--- src/rtl/arm_fetch_pkg.sv ---
// Shared constants and types for the instruction fetch unit.
package arm_fetch_pkg;

    localparam int IMEM_AW = 7;
    localparam int INSTR_W = 32;
    localparam logic [INSTR_W-1:0] NOP_INSTR = 32'h8b1f03ff;

    // Occupancy of the two-entry fetch buffer
    typedef enum logic [1:0] {
        OCC_EMPTY = 2'd0,
        OCC_ONE   = 2'd1,
        OCC_FULL  = 2'd2
    } occ_t;

endpackage

--- src/rtl/fetch_fifo.sv ---
// Two-entry {pc, word} buffer between the ROM and decode.
// The head entry lives directly in the output registers, so the outputs have
// no combinational path from pop. An empty head is held at zero.
//
// state     | meaning
// OCC_EMPTY | no entries, head registers zero
// OCC_ONE   | head valid, tail unused
// OCC_FULL  | head and tail valid
module fetch_fifo import arm_fetch_pkg::*; #(
    parameter int N = 64
) (
    input  logic               clk,
    input  logic               reset,
    input  logic               flush,
    input  logic               push,
    input  logic               pop,
    input  logic [N-1:0]       push_pc,
    input  logic [INSTR_W-1:0] push_word,
    output logic               full,
    output logic               empty,
    output logic               head_valid,
    output logic [N-1:0]       head_pc,
    output logic [INSTR_W-1:0] head_word
);

    occ_t               occ;
    logic [N-1:0]       tail_pc;
    logic [INSTR_W-1:0] tail_word;

    assign full  = (occ == OCC_FULL);
    assign empty = (occ == OCC_EMPTY);

    // Occupancy FSM; push/pop together keeps occupancy and shifts in order
    always_ff @(posedge clk) begin
        if (reset || flush) begin
            occ        <= OCC_EMPTY;
            head_valid <= 1'b0;
            head_pc    <= '0;
            head_word  <= '0;
            tail_pc    <= '0;
            tail_word  <= '0;
        end else begin
            case (occ)
                OCC_EMPTY: begin
                    if (push) begin
                        occ        <= OCC_ONE;
                        head_valid <= 1'b1;
                        head_pc    <= push_pc;
                        head_word  <= push_word;
                    end
                end
                OCC_ONE: begin
                    if (push && pop) begin
                        head_pc   <= push_pc;
                        head_word <= push_word;
                    end else if (push) begin
                        occ       <= OCC_FULL;
                        tail_pc   <= push_pc;
                        tail_word <= push_word;
                    end else if (pop) begin
                        occ        <= OCC_EMPTY;
                        head_valid <= 1'b0;
                        head_pc    <= '0;
                        head_word  <= '0;
                    end
                end
                OCC_FULL: begin
                    if (pop) begin
                        head_pc   <= tail_pc;
                        head_word <= tail_word;
                        if (push) begin
                            tail_pc   <= push_pc;
                            tail_word <= push_word;
                        end else begin
                            occ       <= OCC_ONE;
                            tail_pc   <= '0;
                            tail_word <= '0;
                        end
                    end
                end
                default: begin
                    occ        <= OCC_EMPTY;
                    head_valid <= 1'b0;
                    head_pc    <= '0;
                    head_word  <= '0;
                end
            endcase
        end
    end

endmodule

--- src/rtl/instr_fetch.sv ---
// Instruction fetch: PC register, redirect handling and the fetch buffer.
// The ROM is combinational, so a word is captured in the same cycle its
// address is presented.
module instr_fetch import arm_fetch_pkg::*; #(
    parameter int          N        = 64,
    parameter int          AW       = IMEM_AW,
    parameter logic [N-1:0] RESET_PC = '0
) (
    input  logic               clk,
    input  logic               reset,
    output logic [AW-1:0]      imem_addr,
    input  logic [INSTR_W-1:0] imem_q,
    input  logic               redirect_valid,
    input  logic [N-1:0]       redirect_pc,
    output logic               instr_valid,
    output logic [INSTR_W-1:0] instr,
    output logic [N-1:0]       instr_pc,
    input  logic               instr_ready
);

    localparam logic [N-1:0] PC_STEP = N'(4);

    logic [N-1:0] fetch_pc;
    logic         fifo_full;
    logic         fifo_empty;
    logic         dequeue;
    logic         push;
    logic         unused_rpc_lo;

    // Redirect targets are forced to word alignment; the low bits are dropped
    assign unused_rpc_lo = ^redirect_pc[1:0];

    assign imem_addr = fetch_pc[AW+1:2];
    assign dequeue   = instr_ready & ~fifo_empty;
    // A pop frees a slot in the same cycle, so a full buffer still streams
    assign push      = ~redirect_valid & (~fifo_full | dequeue);

    // Fetch PC: reset, then redirect, then sequential advance on push
    always_ff @(posedge clk) begin
        if (reset) begin
            fetch_pc <= RESET_PC;
        end else if (redirect_valid) begin
            fetch_pc <= {redirect_pc[N-1:2], 2'b00};
        end else if (push) begin
            fetch_pc <= fetch_pc + PC_STEP;
        end
    end

    fetch_fifo #(.N(N)) u_fifo (
        .clk        (clk),
        .reset      (reset),
        .flush      (redirect_valid),
        .push       (push),
        .pop        (dequeue),
        .push_pc    (fetch_pc),
        .push_word  (imem_q),
        .full       (fifo_full),
        .empty      (fifo_empty),
        .head_valid (instr_valid),
        .head_pc    (instr_pc),
        .head_word  (instr)
    );

endmodule

--- config.mk ---
export PLATFORM = sky130hd
export DESIGN_NAME = instr_fetch
export DESIGN_NICKNAME = d
export VERILOG_FILES = /design/src/rtl/arm_fetch_pkg.sv /design/src/rtl/fetch_fifo.sv /design/src/rtl/instr_fetch.sv
export SDC_FILE = /design/constraint.sdc
export NUM_CORES = 1
export LEC_CHECK = 0
export CAP_MARGIN = 20
export CORE_ASPECT_RATIO = 1.1
export CORE_UTILIZATION = 50
export CTS_BUF_LIST = sky130_fd_sc_hd__clkbuf_4
export DETAILED_ROUTE_END_ITERATION = 8
export GPL_TIMING_DRIVEN = 0
export PLACE_DENSITY = 0.88
export SYNTH_ARGS = -nofsm -noshare
export SYNTH_HDL_FRONTEND = slang
export SYNTH_SLANG_ARGS = --single-unit
--- constraint.sdc ---
create_clock -name clk -period 2.6 [get_ports clk]
set_input_delay 0.65 -clock clk [delete_from_list [all_inputs] [get_ports clk]]
set_output_delay 0.65 -clock clk [all_outputs]
set_load 0.05 [all_outputs]
# ---- Yosys cells after proc, flatten, opt, wreduce, memory -nomap -nowiden
# Cells that the tools add are included.
dict set report totals {
  regBits 259
  in_bits 100
}
dict set report classes {
  addsub 1
  n_eq_ne 12
  muxes 34
  bitwise_logic 6
  n_reduce_logical 10
}
# operator count
set ops {}
lappend ops {{2-to-1 mux 64 bit} 10}
lappend ops {{2-to-1 mux 32 bit} 8}
lappend ops {{case mux 64 bit (3 select lines)} 1}
lappend ops {{case mux 64 bit (2 select lines)} 1}
lappend ops {{case mux 32 bit (3 select lines)} 1}
lappend ops {{adder 64 x 3 -> 64 bit (second input constant)} 1}
lappend ops {{case mux 32 bit (2 select lines)} 1}
lappend ops {{2-to-1 mux 2 bit} 6}
lappend ops {{AND reduction 5 bit} 2}
lappend ops {{!= test 2 bit (second input constant)} 4}
lappend ops {{AND reduction 4 bit} 2}
lappend ops {{!= test 2 x 1 -> 1 bit (second input constant)} 3}
lappend ops {{!= test 3 x 2 -> 1 bit (second input constant)} 2}
lappend ops {{case mux 2 bit (3 select lines)} 1}
lappend ops {{2-to-1 mux 1 bit} 4}
lappend ops {{nonzero test 2 bit} 2}
lappend ops {{!= test 3 bit (second input constant)} 1}
lappend ops {{NOT 1 bit} 3}
lappend ops {{case mux 1 bit (3 select lines)} 1}
lappend ops {{bitwise AND 1 bit} 2}
lappend ops {{== test 2 x 1 -> 1 bit (second input constant)} 1}
lappend ops {{== test 2 bit (second input constant)} 1}
lappend ops {{zero test 2 bit} 1}
lappend ops {{OR reduction 2 bit} 1}
lappend ops {{other kinds (3)} 3}

# ---- Longest topological paths before layout
# Gate-level depths: netlist (run 1).
dict set report logic_depth {
  depth_word 8
  mapped_depth 9
  depth_no_buf 6
}

# ---- Hierarchy
# Synthesis (run 1) repeated with hierarchy kept, for this count alone.
dict set report unflattened {
  hier_cells 1400
  area_unflattened_um2 12139.1
}
# module instances cells_per_inst area_each_um2
set by_module_without_submodules {}
lappend by_module_without_submodules {fetch_fifo 1 918 8360.5}
lappend by_module_without_submodules {instr_fetch 1 482 3778.6}

# ---- Worst setup path before layout (run 1)
# OpenSTA, ideal clock, no wires.
dict set report synth_timing {
  kind {input -> register}
  startpoint {input redirect_valid}
  endpoint {register u_fifo.tail_pc[35]}
  setup_ns 0.065
  arrival_ns 2.124
  slack_ns 0.411
  cell_stages 7
  path_cell_list {clkbuf_1 -> clkinv_1 -> a32oi_1 -> clkbuf_1 -> clkbuf_1 -> a22oi_1 -> nor2_1}
}
dict set report synth_via {
  elab_chain_cells 5
  word_cells_on_any_way 10
  classes_between {eq/ne (2); mux (3); bitwise (2); reduce/logical (3)}
}
# item line
set synth_lines {}
lappend synth_lines {{start: declaration} instr_fetch.sv:13} ;# input logic redirect_valid,
lappend synth_lines {{NOT 1 bit} instr_fetch.sv:36} ;# assign push = ~redirect_valid & (~fifo_full | dequeue);
lappend synth_lines {{bitwise AND 1 bit} instr_fetch.sv:36}
lappend synth_lines {{2-to-1 mux 64 bit / logical AND 1 bit (equally long branches)} {fetch_fifo.sv:71, fetch_fifo.sv:53}}
lappend synth_lines {{2-to-1 mux 64 bit / != test 2 bit (equally long branches)} n/a}
lappend synth_lines {{case mux 64 bit (2 select lines) / AND reduction 4 bit (equally long branches)} n/a}
lappend synth_lines {{end signal: assignment} fetch_fifo.sv:58} ;# tail_pc <= push_pc;
lappend synth_lines {{end signal: assignment} fetch_fifo.sv:72} ;# tail_pc <= push_pc;
lappend synth_lines {{end: declaration} fetch_fifo.sv:27} ;# logic [N-1:0] tail_pc;
# Parallel ways exist; a longest one is shown, timed or not. The select of a mux whose other input is x is not followed.
# A chain may end at the register's enable or synchronous reset.

# ---- Final worst setup path (run 1)
dict set report layout_timing {
  startpoint {register u_fifo.occ[1]}
  endpoint {register u_fifo.tail_pc[35]}
}
dict set report layout_via {
  elab_chain_cells 8
  word_cells_on_any_way 17
  classes_between {eq/ne (5); mux (3); bitwise (5); reduce/logical (4)}
}
# item line
set layout_lines {}
lappend layout_lines {{start: declaration} fetch_fifo.sv:26} ;# occ_t occ;
lappend layout_lines {{start signal: assignment} fetch_fifo.sv:36} ;# occ <= OCC_EMPTY;
lappend layout_lines {{start signal: assignment} fetch_fifo.sv:46} ;# occ <= OCC_ONE;
lappend layout_lines {{start signal: assignment} fetch_fifo.sv:57} ;# occ <= OCC_FULL;
lappend layout_lines {{zero test 2 bit} fetch_fifo.sv:31} ;# assign empty = (occ == OCC_EMPTY);
lappend layout_lines {{NOT 1 bit} instr_fetch.sv:34} ;# assign dequeue = instr_ready & ~fifo_empty;
lappend layout_lines {{bitwise AND 1 bit} instr_fetch.sv:34}
lappend layout_lines {{bitwise OR 1 bit} instr_fetch.sv:36}
lappend layout_lines {{bitwise AND 1 bit} instr_fetch.sv:36}
lappend layout_lines {{2-to-1 mux 64 bit / logical AND 1 bit (equally long branches)} {fetch_fifo.sv:71, fetch_fifo.sv:53}}
lappend layout_lines {{2-to-1 mux 64 bit / != test 2 bit (equally long branches)} n/a}
lappend layout_lines {{case mux 64 bit (2 select lines) / AND reduction 4 bit (equally long branches)} n/a}
# Parallel ways exist; a longest one is shown, timed or not. The select of a mux whose other input is x is not followed.

==> impl_metrics.ini, run 1 <==
[floorplan]
die_w_um = 145
start_util = 0.510
num_rows = 57
core_um2 = 22000
die_height_um = 159
top_level_ports = 204
dieArea_um2 = 23100

[logic_synthesis]
ys_types = 58
synthXorXnorAreaFrac = 0.0179
synthArstFlopShare = 0
synthAdderAreaFrac = 0.00201
synth_area_leaders = dfxtp_1, a22oi_1, nor2_1
synth_compound_area_frac = 0.273
synth-simple-area-share = 0.198
synth.avg_cell_area_um2 = 8.65
synth_edf_count = 0
synth.largest_area_cell = dfxtp_1
seq_area_frac_synth = 0.451
synth_mux_area_frac = 0.00178
ys.flop_type = dfxtp_1
synth_top_family_by_area = compound AO/OA/AOI/OAI gates
synthCells = 1298
synth_top_area_share = 0.451
synth_warnings = 0
ys_ff_latch = 253
netlist_area_um2 = 11200

[setup_path]
path_class = reg2reg
worstPathMaxFanout = 10
worst-r2r-cell-count = 9
startpoint_type = flip-flop
end_kind = flip-flop
r2r_slack_ns = 0.06
r2r-start = u_fifo.occ[1]
timing.rr.end = u_fifo.tail_pc[35]
cp.arrival_ns = 3.13
critPathRequiredTime_ns = 3.19

[global_routing]
grtUsageTotal = 0.312
antenna_found_initial = 1
grt_start_max_net_pins = 11
overflow = 0
grt_pass1_wl_mm = 56.6
grt_pass1_vias = 11200

[detailed_routing]
post_drt_wl_per_cell_um = 19.0
drtPass1Iterations = 9
drtIter0Drc = 1085
vias = 11800
route.antenna.remaining_nets = 0
drc = 3
viasPerCell = 6.19
wirelength_mm = 36.3

[placed_design]
portBuffers = 198
place_inst = 1792
dpl.hpwl_mm = 25.7
dpl_cell_area_um2 = 13600
gp_congestion = 0.961

[finish]
synthToLayoutAreaGrowth_pct = 28.7
final_cells = 1909
drive_gt1_frac = 0.0968
final_cell_mix = dfxtp_1, nor2_1, clkdlybuf4s50_1
layout_commonest_cell = dfxtp_1
finalNetCount = 1669
final_area_um2 = 14500
fillCellCount = 1786

[outcome]
violations = DRC
status = finished with violations

[sta]
setup_violations = 0
fin_crit_ns = 2.54
tightest_slew_ns = 0.900
whs_ns = 0.509
hold_viol = 0
post-route-period-util = 0.979
timing.fmax_ghz = 0.393
drv_slew = 0
rsz0062_at_grt = yes
max_slew_margin = 0.400
fin_worst_skew_ns = 0.0499
finalSetupTns_ns = 0

[flow_run]
maxCapViolCount = 0

[clocking]
clkTransAtPathRegs_ns = 0.07
htree_num_levels = 3
hold_buffers = 0
cts_tree = done
cts_root_buffer = clkbuf_4
clock-sinks = 253
cts-buffers-inserted = 68
ctsLongestPathBuffers = 3
clock_latency_ns = 0.68

[pwr]
p_leak_uw = 0.00518
vdd_ir_drop_max_mv = 0.448
power.density_nw_per_um2 = 613

[hold_path]
hp-class = reg2reg
hold_end = u_fifo.tail_word[15]
min_from = u_fifo.tail_word[15]
min_path_cells = 2
## final cells by class
cell class / count / area, um^2 / share of cell area
Buffer: 142 / 608 / 0.0421
Timing Repair Buffer: 199 / 1980 / 0.137
Antenna cell: 2 / 5.00 / 0.000346
Sequential cell: 253 / 5060 / 0.350
Tap cell: 295 / 369 / 0.0255
Clock inverter: 17 / 90.1 / 0.00623
Multi-Input combinational cell: 891 / 5560 / 0.385
Inverter: 13 / 48.8 / 0.00338
Clock buffer: 97 / 728 / 0.0504
## synthesized netlist by cell type, types with 3 or more instances
library cell	count
buf_1	12
nand4_1	26
a22o_1	94
o211ai_1	17
a2111oi_0	7
o21ai_0	16
a21oi_1	21
xnor2_1	12
or3_1	7
nor3_2	3
nor4_1	7
clkbuf_1	106
inv_1	12
nand2_1	58
nand3_1	35
buf_2	15
and2_1	4
a311oi_1	19
or4_1	15
a211oi_1	17
and3_1	20
nor4b_1	6
nor2b_1	3
o31ai_1	7
buf_4	9
and4_1	9
nor2_1	240
o21a_1	3
dfxtp_1	253
nor3b_1	4
nor3_1	13
a22oi_1	188
xor2_1	11
## power by group
part	switching, uW	total (uW)	internal [uW]
Clock	1650	3460	1810
Combinational	770	1260	493
Sequential	140	4140	4000
## through the flow
stage,util,setup slack (ns),power (uW)
floorplan,-,0.411,4950
global placement,0.616,-0.644,5430
detailed placement,0.616,-0.750,5450
CTS,0.653,0.0158,8860
global route,0.656,-0.0251,9200
finish,0.656,0.0558,8860
## registers in the layout, summed over array words and instances, names as in the netlist
signal and flops:
u_fifo.head_word 32, fetch_pc 62, u_fifo.tail_word 32, u_fifo.head_valid 1, u_fifo.head_pc 62, u_fifo.tail_pc 62
u_fifo.occ 2
## worst max path at each step
stage	from	endpoint	slack, ns	cells after the start
after floorplan	redirect_valid	u_fifo.tail_pc[35]	0.41	7
after global placement	redirect_valid	u_fifo.tail_word[14]	-0.64	7
after detailed placement	redirect_valid	u_fifo.tail_word[11]	-0.75	7
after CTS	instr_ready	u_fifo.head_pc[45]	0.02	8
after global routing	u_fifo.occ[1]	u_fifo.tail_word[16]	-0.03	9
final	u_fifo.occ[1]	u_fifo.tail_pc[35]	0.06	9
## worst max-delay path, stage by stage (launching register included)
cell and delay (ns):
dfxtp_1 0.30, buf_2 0.19, nor2b_1 0.14, clkbuf_1 0.38, nand2_1 0.10, a21oi_1 0.44
buf_2 0.39, clkbuf_2 0.30, a22oi_1 0.10, nor2_1 0.10
## timing repair
action	CTS	global route
setup buffers	0	1
pin swaps	0	1
endpoints found under the setup margin	92	136
resized for setup	9	26
## logic make-up (layout without fill, tap and decap cells)
| group | after synthesis | in the layout |
|---|---|---|
| buffers and inverters | 155 | 468 |
| and+or+nand+nor | 463 | 463 |
| muxes | 2 | 2 |
| xor gates and xnor gates | 23 | 23 |
| DFF | 253 | 253 |
| adders and majority gates | 2 | 2 |
| AOI/OAI and AO/OA | 399 | 399 |
| other | 1 | 4 |
## per-layer routing
metal  GRT usage  routed length [um]  vias to the layer above  share of wire
met5           0                   0                        -              0
met3      0.0626                3460                      129          0.095
li1            -                   -                     5417              -
met2       0.497               16900                      659           0.47
met1       0.386               14200                     5614           0.39
met4       0.191                1670                        0          0.046
(Power assumes the default switching activity.)
==> run 2, diff against run 1 <==
--- a/config.mk
+++ b/config.mk
@@ -10,7 +10,6 @@
 export CORE_UTILIZATION = 50
 export CTS_BUF_LIST = sky130_fd_sc_hd__clkbuf_4
 export DETAILED_ROUTE_END_ITERATION = 8
-export GPL_TIMING_DRIVEN = 0
 export PLACE_DENSITY = 0.88
 export SYNTH_ARGS = -nofsm -noshare
 export SYNTH_HDL_FRONTEND = slang
==> run 2 against run 1 <==
The run still ends with DRC left. Count of clock-buffer cells in the layout is the same. Sequential power about the same. Via count decreased by 5.7%. Global-route usage down 2.8 points. Clock skew shrank 0.018 ns. Largest power group unchanged. Fmax increased by 1.6%. Combinational power is 5% lower. Design area is 0.72% lower. Utilization fell by 0.47 points. Highest routed layer unchanged. Cell count fell by 5.0%.
==> impl_metrics.ini, run 2 (synthesized netlist as in run 1, its figures left out) <==
[outcome]
status = finished with violations
violations = DRC

[floorplan]
core_um2 = 22000
start_util = 0.510
num_rows = 57
top_level_ports = 204
die_height_um = 159
die_w_um = 145
dieArea_um2 = 23100

[setup_path]
critPathBufInv = 1
critPathRequiredTime_ns = 1.95
r2r-start = fetch_pc[20]
cp.arrival_ns = 1.86
worstPathMaxFanout = 2
worst-r2r-cell-count = 5
startpoint = u_fifo.head_word[10]
cpPeakStageDelay_ns = 0.86
crit_slowest_cell = clkdlybuf4s50_1
critPathCapture = instr[10]
end_kind = output port
startpoint_type = flip-flop
path_class = reg2out
crit_chain = clkdlybuf4s50_1
r2r_slack_ns = 0.18
crit_cells = 1
timing.rr.end = fetch_pc[53]
critical-path-top-delay-family = buffers and inverters

[detailed_routing]
wirelength_mm = 33.2
drc = 4
post_drt_wl_per_cell_um = 18.3
viasPerCell = 6.14
drtPass1Iterations = 8
vias = 11100
route.antenna.remaining_nets = 0
drtIter0Drc = 1170

[pwr]
power_uw = 8690
vdd_ir_drop_max_mv = 0.378
comb_power_share = 0.138
power.density_nw_per_um2 = 606
p_switching_uw = 2490
p_seq_frac = 0.478
clkPwrFrac = 0.383
p_leak_uw = 0.00516
p_sw_frac = 0.287
p_int_uw = 6200

[finish]
seq_area_um2 = 5060
layout_commonest_cell = dfxtp_1
multi_input_area_um2 = 5600
final_cell_mix = dfxtp_1, nor2_1, clkdlybuf4s50_1
finalNetCount = 1578
fillCellCount = 1754
synthToLayoutAreaGrowth_pct = 27.8
largestRegisters = fetch_pc x62, u_fifo.head_pc x62, u_fifo.tail_pc x62
drive_gt1_frac = 0.115
final_area_um2 = 14400

[clocking]
cts_root_buffer = clkbuf_4
cts-buffers-inserted = 68
cts_setup_buffers = 0
ctsLongestPathBuffers = 3
cts_tree = done
clock_latency_ns = 0.68
htree_num_levels = 3
clock-sinks = 253
clkTransAtPathRegs_ns = 0.06

[placed_design]
gp_congestion = 0.855
dpl.hpwl_mm = 21.1
dpl_cell_area_um2 = 13600
portBuffers = 199

[sta]
fin_crit_ns = 2.51
setup_violations = 0
tightest_slew_ns = 0.890
fin_worst_skew_ns = 0.0321
finalSetupTns_ns = 0
timing.fmax_ghz = 0.399
rsz0062_at_grt = no
post-route-period-util = 0.963
max_slew_margin = 0.407
hold_viol = 0
drv_slew = 0

[global_routing]
grt_pass1_vias = 10500
antenna_found_initial = 2
grt_pass1_wl_mm = 52.7
grt_start_max_net_pins = 194
overflow = 0
grtUsageTotal = 0.285

[flow_run]
maxCapViolCount = 0

[hold_path]
hp-class = in2reg
min_path_cells = 3
==> run 2: metrics by stage <==
step	utilization	hold WS, ns	std cells	setup WS [ns]
2_1_floorplan	-	0.478	1299	0.411
3_3_place_gp	0.616	0.487	1702	0.0222
3_5_place_dp	0.616	0.496	1702	-0.0484
4_1_cts	0.651	0.396	1812	0.0361
5_1_grt	0.651	0.447	1813	0.0415
6_report	0.651	0.440	1814	0.0949
==> run 2: power by group through the flow <==
stage          clock (uW)  sequential, uW  combinational, uW
2_1_floorplan           0            4320                629
3_3_place_gp            0            4230               1180
3_5_place_dp            0            4240               1190
4_1_cts              3400            4150               1200
5_1_grt              3630            4170               1280
6_report             3330            4160               1200
==> run 2: repair_timing <==
action,in CTS,in global routing
hold buffers,0,0
setup endpoints to repair,7,0
resized for setup,7,0
==> run 2: worst min-delay path by stage <==
| stage | end | slack [ns] | from |
|---|---|---|---|
| detailed placement | u_fifo.head_pc[9] | 0.50 | u_fifo.head_pc[9] |
| CTS | fetch_pc[6] | 0.40 | reset |
| floorplan | u_fifo.tail_word[0] | 0.48 | u_fifo.tail_word[0] |
| global route | fetch_pc[25] | 0.45 | reset |
| global placement | u_fifo.head_word[2] | 0.49 | u_fifo.head_word[2] |
| finish | fetch_pc[25] | 0.44 | reset |
==> run 2: routing by layer <==
layer / part of all wire / routed length, um / global-route usage / vias to the layer above
li1: - / - / - / 5193
met1: 0.40 / 13400 / 0.362 / 5286
met2: 0.47 / 15600 / 0.444 / 546
met3: 0.086 / 2850 / 0.0589 / 118
met4: 0.041 / 1360 / 0.163 / 0
met5: 0 / 0 / 0 / -
==> run 2: area by class of cell <==
| class | instances | area share |
|---|---|---|
| multi-input combinational | 891 | 0.391 |
| sequential | 253 | 0.353 |
| timing repair buffer | 250 | 0.173 |
| clock buffer | 97 | 0.0507 |
| tap | 295 | 0.0257 |
| clock inverter | 13 | 0.00340 |
| inverter | 13 | 0.00340 |
| antenna | 2 | 0.000349 |
